===== src/rtl/text_scanout_fetcher.sv =====
// text_scanout_fetcher
//
// Read side of the 80x30 text display. Takes the timing generator's pixel
// coordinates, fetches the character code from VRAM, then the glyph row from
// the font ROM, and emits one RGB332 pixel per clock. A blinking underline
// cursor is overlaid on the last two glyph lines of the cursor cell.
// Total latency from pixel input to rgb_out is fixed at LAT = 5 clocks.
// The syncs and the active flag pass through delay lines of the same depth.
//
// Ports:
//   clk, rst              system clock; synchronous active-low reset
//   pix_x, pix_y          pixel coordinates from the timing generator
//   pix_active            visible-area flag
//   h_sync_in, v_sync_in  syncs from the timing generator
//   vram_read_address     character cell address (row*80+col), registered
//   vram_read_data        ASCII code, valid one clock after the address
//   font_address          {ascii, glyph_line}, registered
//   font_data             glyph row, bit 7 = leftmost, valid one clock later
//   color_data            [7:0] foreground, [15:8] background (RGB332)
//   cursor_en, cursor_col, cursor_row   cursor control
//   rgb_out               RGB332 pixel
//   h_sync_out, v_sync_out, active_out  inputs delayed by LAT clocks

module text_scanout_fetcher #(
    parameter int COLS         = 80,
    parameter int ROWS         = 30,
    parameter int BLINK_FRAMES = 32
) (
    input  logic        clk,
    input  logic        rst,
    input  logic [9:0]  pix_x,
    input  logic [9:0]  pix_y,
    input  logic        pix_active,
    input  logic        h_sync_in,
    input  logic        v_sync_in,
    output logic [11:0] vram_read_address,
    input  logic [7:0]  vram_read_data,
    output logic [11:0] font_address,
    input  logic [7:0]  font_data,
    input  logic [15:0] color_data,
    input  logic        cursor_en,
    input  logic [6:0]  cursor_col,
    input  logic [4:0]  cursor_row,
    output logic [7:0]  rgb_out,
    output logic        h_sync_out,
    output logic        v_sync_out,
    output logic        active_out
);

    localparam int          LAT        = 5;
    localparam logic [6:0]  COLS_LIM   = 7'(COLS);
    localparam logic [4:0]  ROWS_LIM   = 5'(ROWS);
    localparam logic [4:0]  BLINK_LAST = 5'(BLINK_FRAMES - 1);

    // Pixel decode (stage 0)
    logic [6:0]  col;
    logic [4:0]  row;
    logic [3:0]  glyph_line;
    logic [2:0]  sub;
    logic        in_range;
    logic [11:0] cell_address;
    logic        cursor_hit;
    logic        unused_pix_y;

    // Stage 1..4 carried fields
    logic [3:0]  line_s1, line_s2;
    logic [2:0]  sub_s1, sub_s2, sub_s3, sub_s4;
    logic        inr_s1, inr_s2, inr_s3, inr_s4;
    logic        cur_s1, cur_s2, cur_s3, cur_s4;

    // LAT-deep delay lines for syncs and the active flag
    logic [LAT-1:0] hs_sr, vs_sr, act_sr;

    // Blink state
    logic        vs_prev;
    logic [4:0]  frame_count;
    logic        blink_phase;
    logic        frame_event;

    assign col          = pix_x[9:3];
    assign row          = pix_y[8:4];
    assign glyph_line   = pix_y[3:0];
    assign sub          = pix_x[2:0];
    // Only 30 rows exist, so pix_y[9] has no role in addressing.
    assign unused_pix_y = pix_y[9];

    assign in_range = pix_active && (col < COLS_LIM) && (row < ROWS_LIM);

    // row*80 as row*64 + row*16, so no multiplier is needed.
    assign cell_address = 12'({row, 6'b0}) + 12'({row, 4'b0}) + 12'(col);

    // Gating with in_range keeps an off-screen cursor position from ever matching.
    assign cursor_hit = cursor_en && blink_phase && in_range
                        && (col == cursor_col) && (row == cursor_row)
                        && (glyph_line >= 4'd14);

    assign frame_event = v_sync_in && !vs_prev;

    // Address pipeline: VRAM address out at T+1, the returned character
    // forms the font address at T+3, and the glyph row is consumed at T+4.
    always_ff @(posedge clk) begin
        if (!rst) begin
            vram_read_address <= 12'd0;
            font_address      <= 12'd0;
            line_s1 <= 4'd0;  line_s2 <= 4'd0;
            sub_s1  <= 3'd0;  sub_s2  <= 3'd0;  sub_s3 <= 3'd0;  sub_s4 <= 3'd0;
            inr_s1  <= 1'b0;  inr_s2  <= 1'b0;  inr_s3 <= 1'b0;  inr_s4 <= 1'b0;
            cur_s1  <= 1'b0;  cur_s2  <= 1'b0;  cur_s3 <= 1'b0;  cur_s4 <= 1'b0;
        end else begin
            vram_read_address <= in_range ? cell_address : 12'd0;
            line_s1 <= glyph_line;
            sub_s1  <= sub;
            inr_s1  <= in_range;
            cur_s1  <= cursor_hit;

            line_s2 <= line_s1;
            sub_s2  <= sub_s1;
            inr_s2  <= inr_s1;
            cur_s2  <= cur_s1;

            font_address <= {vram_read_data, line_s2};
            sub_s3  <= sub_s2;
            inr_s3  <= inr_s2;
            cur_s3  <= cur_s2;

            sub_s4  <= sub_s3;
            inr_s4  <= inr_s3;
            cur_s4  <= cur_s3;
        end
    end

    // Sync and active delay lines. They are plain shift registers, so sync
    // polarity is preserved.
    always_ff @(posedge clk) begin
        if (!rst) begin
            hs_sr  <= '0;
            vs_sr  <= '0;
            act_sr <= '0;
        end else begin
            hs_sr  <= {hs_sr[LAT-2:0],  h_sync_in};
            vs_sr  <= {vs_sr[LAT-2:0],  v_sync_in};
            act_sr <= {act_sr[LAT-2:0], pix_active};
        end
    end

    assign h_sync_out = hs_sr[LAT-1];
    assign v_sync_out = vs_sr[LAT-1];
    assign active_out = act_sr[LAT-1];

    // Final pixel select. ~sub_s4 equals 7-sub, so bit 7 is the leftmost pixel.
    // color_data is sampled here, so a colour change shows on the next output.
    always_ff @(posedge clk) begin
        if (!rst) begin
            rgb_out <= 8'h00;
        end else if (!act_sr[LAT-2]) begin
            rgb_out <= 8'h00;
        end else if (inr_s4 && (font_data[~sub_s4] || cur_s4)) begin
            rgb_out <= color_data[7:0];
        end else begin
            rgb_out <= color_data[15:8];
        end
    end

    // Blink timer: counts rising edges of v_sync_in, and flips the cursor
    // phase every BLINK_FRAMES frames. The phase starts hidden after reset.
    always_ff @(posedge clk) begin
        if (!rst) begin
            vs_prev     <= 1'b0;
            frame_count <= 5'd0;
            blink_phase <= 1'b0;
        end else begin
            vs_prev <= v_sync_in;
            if (frame_event) begin
                if (frame_count == BLINK_LAST) begin
                    frame_count <= 5'd0;
                    blink_phase <= ~blink_phase;
                end else begin
                    frame_count <= frame_count + 5'd1;
                end
            end
        end
    end

endmodule


===== config.mk =====
export PLATFORM = sky130hd
export DESIGN_NAME = text_scanout_fetcher
export DESIGN_NICKNAME = d
export VERILOG_FILES = /design/src/rtl/text_scanout_fetcher.sv
export SDC_FILE = /design/constraint.sdc
export NUM_CORES = 1
export LEC_CHECK = 0
export ABC_AREA = 1
export BUFFER_PORTS_ARGS = -buffer_cell sky130_fd_sc_hd__buf_4
export CORE_MARGIN = 4
export CORE_UTILIZATION = 25
export CTS_CLUSTER_DIAMETER = 30
export DETAILED_ROUTE_END_ITERATION = 12
export MAX_ROUTING_LAYER = met4
export PLACE_DENSITY_LB_ADDON = 0.15
export SYNTH_ARGS = -nofsm -noshare
export SYNTH_HDL_FRONTEND = slang
export SYNTH_SLANG_ARGS = --single-unit

===== constraint.sdc =====
create_clock -name clk -period 3.6 [get_ports clk]
set_clock_uncertainty 0.2 [all_clocks]
set_input_delay 0.72 -clock clk [delete_from_list [all_inputs] [get_ports clk]]
set_output_delay 0.72 -clock clk [all_outputs]
set_load 0.03 [all_outputs]

# After elaboration in Yosys (flattened, before gate mapping)
# Cells that the tools add are included.
[totals]
ramBits = 0
inputBits = 70
latch_bits = 0
output_inout_bits = 35
mem_bits_ro = 0
register_bits = 82
n_memories = 0
wordCells = 53
[classes]
n_shift = 0
magnitude_cmp = 4
eq_ne = 3
bitwise = 2
mux = 4
addsub = 3
multipliers = 0
div_mod_pow = 0
n_reduce_logical = 14
[op_table]
columns = ["cell", "count"]
rows = [
  ["11-bit by 9-bit adder with 12-bit output", 1],
  ["12-bit by 7-bit adder with 12-bit output", 1],
  ["1-bit logical AND", 9],
  ["8-bit 2-to-1 mux", 1],
  ["7-bit == test", 1],
  ["7-bit less-than comparator, second input constant", 1],
  ["2-bit AND reduction", 3],
  ["5-bit by 1-bit adder with 5-bit output, second input constant", 1],
  ["5-bit == test", 1],
  ["5-bit == test, second input constant", 1],
  ["5-bit less-than comparator, second input constant", 1],
  ["5-bit 2-to-1 mux", 1],
  ["4-bit >= comparator, second input constant", 1],
  ["3-bit by 4-bit less-than comparator with 1-bit output, second input constant", 1],
  ["1-bit binary-select mux with 3-bit select", 1],
  ["3-bit inverter", 1],
  ["1-bit logical NOT", 1],
  ["1-bit logical OR", 1],
  ["1-bit 2-to-1 mux", 1],
  ["1-bit inverter", 1],
]

# Depth between registers and ports, before layout
[logic_depth]
word_depth = 7
mapped_depth = 11
mapped_depth_nobuf = 11

# Least setup slack after synthesis
# Ideal clock, no wire load.
[synth_path]
path_type = "input to register"
from = "in pix_x[9]"
to = "reg vram_read_address[9]"
required_ns = 3.285
setup_time_ns = 0.115
setup_slack_ns = 1.072
n_path_buf = 0
t_arrival_ns = 2.212
cell_stages = 9
cell_sequence = "inv_1 fa_1 fa_1 nor2_1 nor2_1 o21bai_1 a21oi_1 o21ai_0 inv_1"
[synth_between]
elab_chain_cells = 4
elab_cells_between_ends = 5
classes_between = "add/sub: 1; order compare: 1; reduce/logical: 3"
[synth_rtl]
columns = ["element", "line", "rtl"]
rows = [
  ["start: declaration", "31", "input logic [9:0] pix_x,"],
  ["7-bit less-than comparator", "87", "assign in_range = pix_active && (col < COLS_LIM) && (row < ROWS_LIM);"],
  ["1-bit logical AND (2 in a row)", "87", ""],
  ["2-bit AND reduction (no line)", "n/a", ""],
  ["end signal: assignment", "110", "vram_read_address <= in_range ? cell_address : 12'd0;"],
  ["end: declaration", "36", "output logic [11:0] vram_read_address,"],
]
# Parallel ways exist; a longest one is shown, timed or not.
# A chain may end at the register's enable or synchronous reset.

# Final worst setup path
[layout_path]
from = "in pix_y[5]"
to = "reg vram_read_address[11]"
[layout_between]
elab_chain_cells = 3
elab_cells_between_ends = 5
classes_between = "add/sub: 2; order compare: 1; reduce/logical: 2"
[layout_rtl]
columns = ["element", "line", "rtl"]
rows = [
  ["start: declaration", "32", "input logic [9:0] pix_y,"],
  ["branches (longest 3 deep; another with 11-bit by 9-bit adder with 12-bit output)", "n/a", ""],
]
# Several ways; the timed one is not identified.

==> results.json <==
{
  "outcome": "finished, final reports clean",
  "timing.max_slew.rel_slack_pct": 66.0,
  "synthXorXnorAreaFrac_pct": 1.74,
  "combinational_family_with_the_most_area_after_synthesis": "simple AND/OR/NAND/NOR gates",
  "synth-seq-cells": 81,
  "total_grt_overflow": 0,
  "antennaDiodeCount": 0,
  "drc": 0,
  "dp.final_hpwl_um": 4780,
  "synth.largest_area_cell": "sky130_fd_sc_hd__dfxtp_1",
  "final_layout_size_suffix_gt1_share_pct": 25.7,
  "final.hold.worst_slack_ps": 207,
  "post_synth_instance_area_mm2": 0.00301,
  "setup-violations-final": 0,
  "cp-startpoint": "pix_y[5]",
  "worst_skew_pair.late_latency_ps": 330,
  "hold_violations": 0,
  "rows": 39,
  "routed_wire_length_per_instance_um": 10.4,
  "timing.max_cap.violations": 0,
  "slew_at_the_pin_closest_to_its_max_slew_limit_ps": 509,
  "synth_compound_area_share_pct": 5.90,
  "global_route_wire_length_before_repair_um": 11100,
  "synth.cells.most_frequent": "sky130_fd_sc_hd__inv_1 (85), sky130_fd_sc_hd__dfxtp_1 (81), sky130_fd_sc_hd__nand2_1 (81)",
  "critical_path.endpoint": "vram_read_address[11]",
  "clk_root_buffer_cell": "sky130_fd_sc_hd__clkbuf_16",
  "post_synth.cell_area_avg_um2": 8.14,
  "ctsHoldBuffers": 0,
  "finalWirelength_um": 6510,
  "critical_path.reg2reg.endpoint": "rgb_out[2]",
  "first_global_vias": 2435,
  "yosys_most_used_dff": "sky130_fd_sc_hd__dfxtp_1",
  "worst_hold_path_type": "register to register",
  "fin_crit_ps": 2500,
  "io-pin-count": 105,
  "yosysMostFrequentCell": "sky130_fd_sc_hd__inv_1",
  "antenna_found_initial": 0,
  "timing.critical_path.fanout_max": 4,
  "critPathArrivalTime_ps": 2560,
  "maximum_number_of_pins_on_one_net_before_global_route_repair": 42,
  "synth_edf_count": 0,
  "postSynth.asyncResetShare_pct": 0,
  "postCtsSetupBuffers": 0,
  "synth.net_count": 453,
  "cts_tree": "yes",
  "achievable-frequency_mhz": 399,
  "yosys_warnings": 0,
  "r2r-start": "sub_s4[0]",
  "port-buffer-count": 103,
  "finalMaxSlewViolations": 0,
  "clk_pin_slew_ps": 60,
  "final_min_period_over_clock_period_pct": 69.6,
  "worstRegToRegCells": 9,
  "first_iter_violations": 85,
  "crit_required_ps": 3650,
  "synth_area_in_adders_pct": 5.90,
  "clk_path_buf_depth": 2,
  "yosys-top-cells-area": "sky130_fd_sc_hd__dfxtp_1 (54%), sky130_fd_sc_hd__inv_1 (11%), sky130_fd_sc_hd__nand2_1 (10%)",
  "synthSimpleGateAreaFrac_pct": 20.3,
  "fp.dieArea_mm2": 0.0139,
  "route.detailed.vias_per_inst": 3.96,
  "synth.lib_cells_used.distinct": 31,
  "netlist.area_leader.share_pct": 53.8,
  "syn2layout_area_growth_pct": 40.8,
  "core_mm2": 0.0116,
  "die_width_um": 118,
  "timing.reg2reg.setup_slack_ps": 2010,
  "yosys-mux-area-fraction_pct": 0,
  "detailedRoute.firstPassIterationCount": 4,
  "post_dp_cell_area_mm2": 0.00393,
  "startpoint_type": "input port",
  "syn_inst": 370,
  "path_class": "input port to register",
  "ir_drop_mv": 0.177,
  "vias": 2477,
  "final_instance_area_mm2": 0.00424,
  "ys_seq_area_share_pct": 53.8,
  "final_antenna_net_count": 0,
  "endpoint_kind": "register",
  "power.leakage_uw": 0.00236,
  "gp_congestion": 0.791,
  "post-layout-total-power_uw": 2120,
  "track_usage_pct": 10.1,
  "fillerInstances": 1196,
  "rsz0062_at_grt": "no",
  "power_density_mw_per_mm2": 499,
  "cts_repair_resize_count": 0,
  "fin_setup_tns_ps": 0,
  "starting_density_of_the_core_pct": 25.9,
  "post_layout_net_count": 560,
  "htreeDepth": 3,
  "die_h_um": 118,
  "cts_buffers": 9,
  "cts.sinks": 81
}
-- through the flow --
step / instances / setup WS [ps] / util, %
finish: 625 / 1100 / 36.5
floorplan: 370 / 1070 / -
CTS: 625 / 1080 / 36.5
detailed placement: 609 / 751 / 33.9
global placement: 609 / 793 / 33.9
global route: 625 / 995 / 36.5
-- cell usage in the layout (no fill, tap or decap), types with 5 or more instances in the layout --
cell type / synthesis / final
sky130_fd_sc_hd__inv_1: 85 / 85
sky130_fd_sc_hd__xor2_1: 5 / 5
sky130_fd_sc_hd__nand3_1: 9 / 9
sky130_fd_sc_hd__clkbuf_16: 0 / 9
sky130_fd_sc_hd__nand2_1: 81 / 81
sky130_fd_sc_hd__nand3b_1: 8 / 8
sky130_fd_sc_hd__buf_4: 1 / 104
sky130_fd_sc_hd__a21oi_1: 14 / 14
sky130_fd_sc_hd__ha_1: 11 / 11
sky130_fd_sc_hd__nor2_1: 33 / 33
sky130_fd_sc_hd__nand4_1: 5 / 5
sky130_fd_sc_hd__o21ai_0: 6 / 6
sky130_fd_sc_hd__dfxtp_1: 81 / 81
-- state kept, by name, summed over array words and instances, names as in the netlist, 3 cells and up --
name,flops
hs_sr,5
sub_s1,3
sub_s3,3
vram_read_address,12
frame_count,5
sub_s4,3
line_s2,4
line_s1,4
sub_s2,3
vs_sr,5
font_address,12
rgb_out,8
act_sr,5
-- logic make-up after synthesis --
logic type / after synthesis
adder cells (fa/ha/maj): 13
buffers and inverters: 96
XOR/XNOR: 6
flip-flops: 81
AO/OA/AOI/OAI: 31
AND/OR/NAND/NOR: 143
-- final cells by class --
cell class	instances	area [um^2]	share of cell area [%]
Timing Repair Buffer	104	781	18.4
Multi-Input combinational cell	193	1020	24.0
Clock inverter	6	82.6	1.95
Sequential cell	81	1620	38.2
Clock buffer	10	229	5.40
Inverter	88	330	7.79
Tap cell	143	179	4.22
-- worst max-delay path, cell delays in order --
cell and delay (ps):
sky130_fd_sc_hd__buf_4 130, sky130_fd_sc_hd__ha_1 280, sky130_fd_sc_hd__ha_1 210, sky130_fd_sc_hd__inv_1 80, sky130_fd_sc_hd__fa_1 450, sky130_fd_sc_hd__nor2_1 170
sky130_fd_sc_hd__nor2_1 60, sky130_fd_sc_hd__o21bai_1 210, sky130_fd_sc_hd__a21oi_1 100, sky130_fd_sc_hd__nor3_1 150
-- power by group --
group	internal, uW	switching, uW	total (uW)
combinational	106	118	225
sequential	927	10.6	938
clock	603	352	956
total	1640	481	2120
-- how the worst min path moves through the flow --
stage | start | depth (start not counted) | to
floorplan | act_sr[0] | 2 | act_sr[1]
global placement | line_s2[0] | 2 | font_address[0]
detailed placement | inr_s2 | 2 | inr_s3
CTS | inr_s2 | 2 | inr_s3
global route | inr_s2 | 2 | inr_s3
finish | vs_sr[2] | 2 | vs_sr[3]
-- layer usage --
layer	wire length, um	up-vias	share of wire, %	GRT usage [%]
met4	140	0	2.1	5.05
met3	522	11	8.0	3.99
li1	-	1320	-	-
met5	0	-	0	-
met1	2900	1064	44	11.2
met2	2950	82	45	15.8
Power figures use the tool's default switching activity.
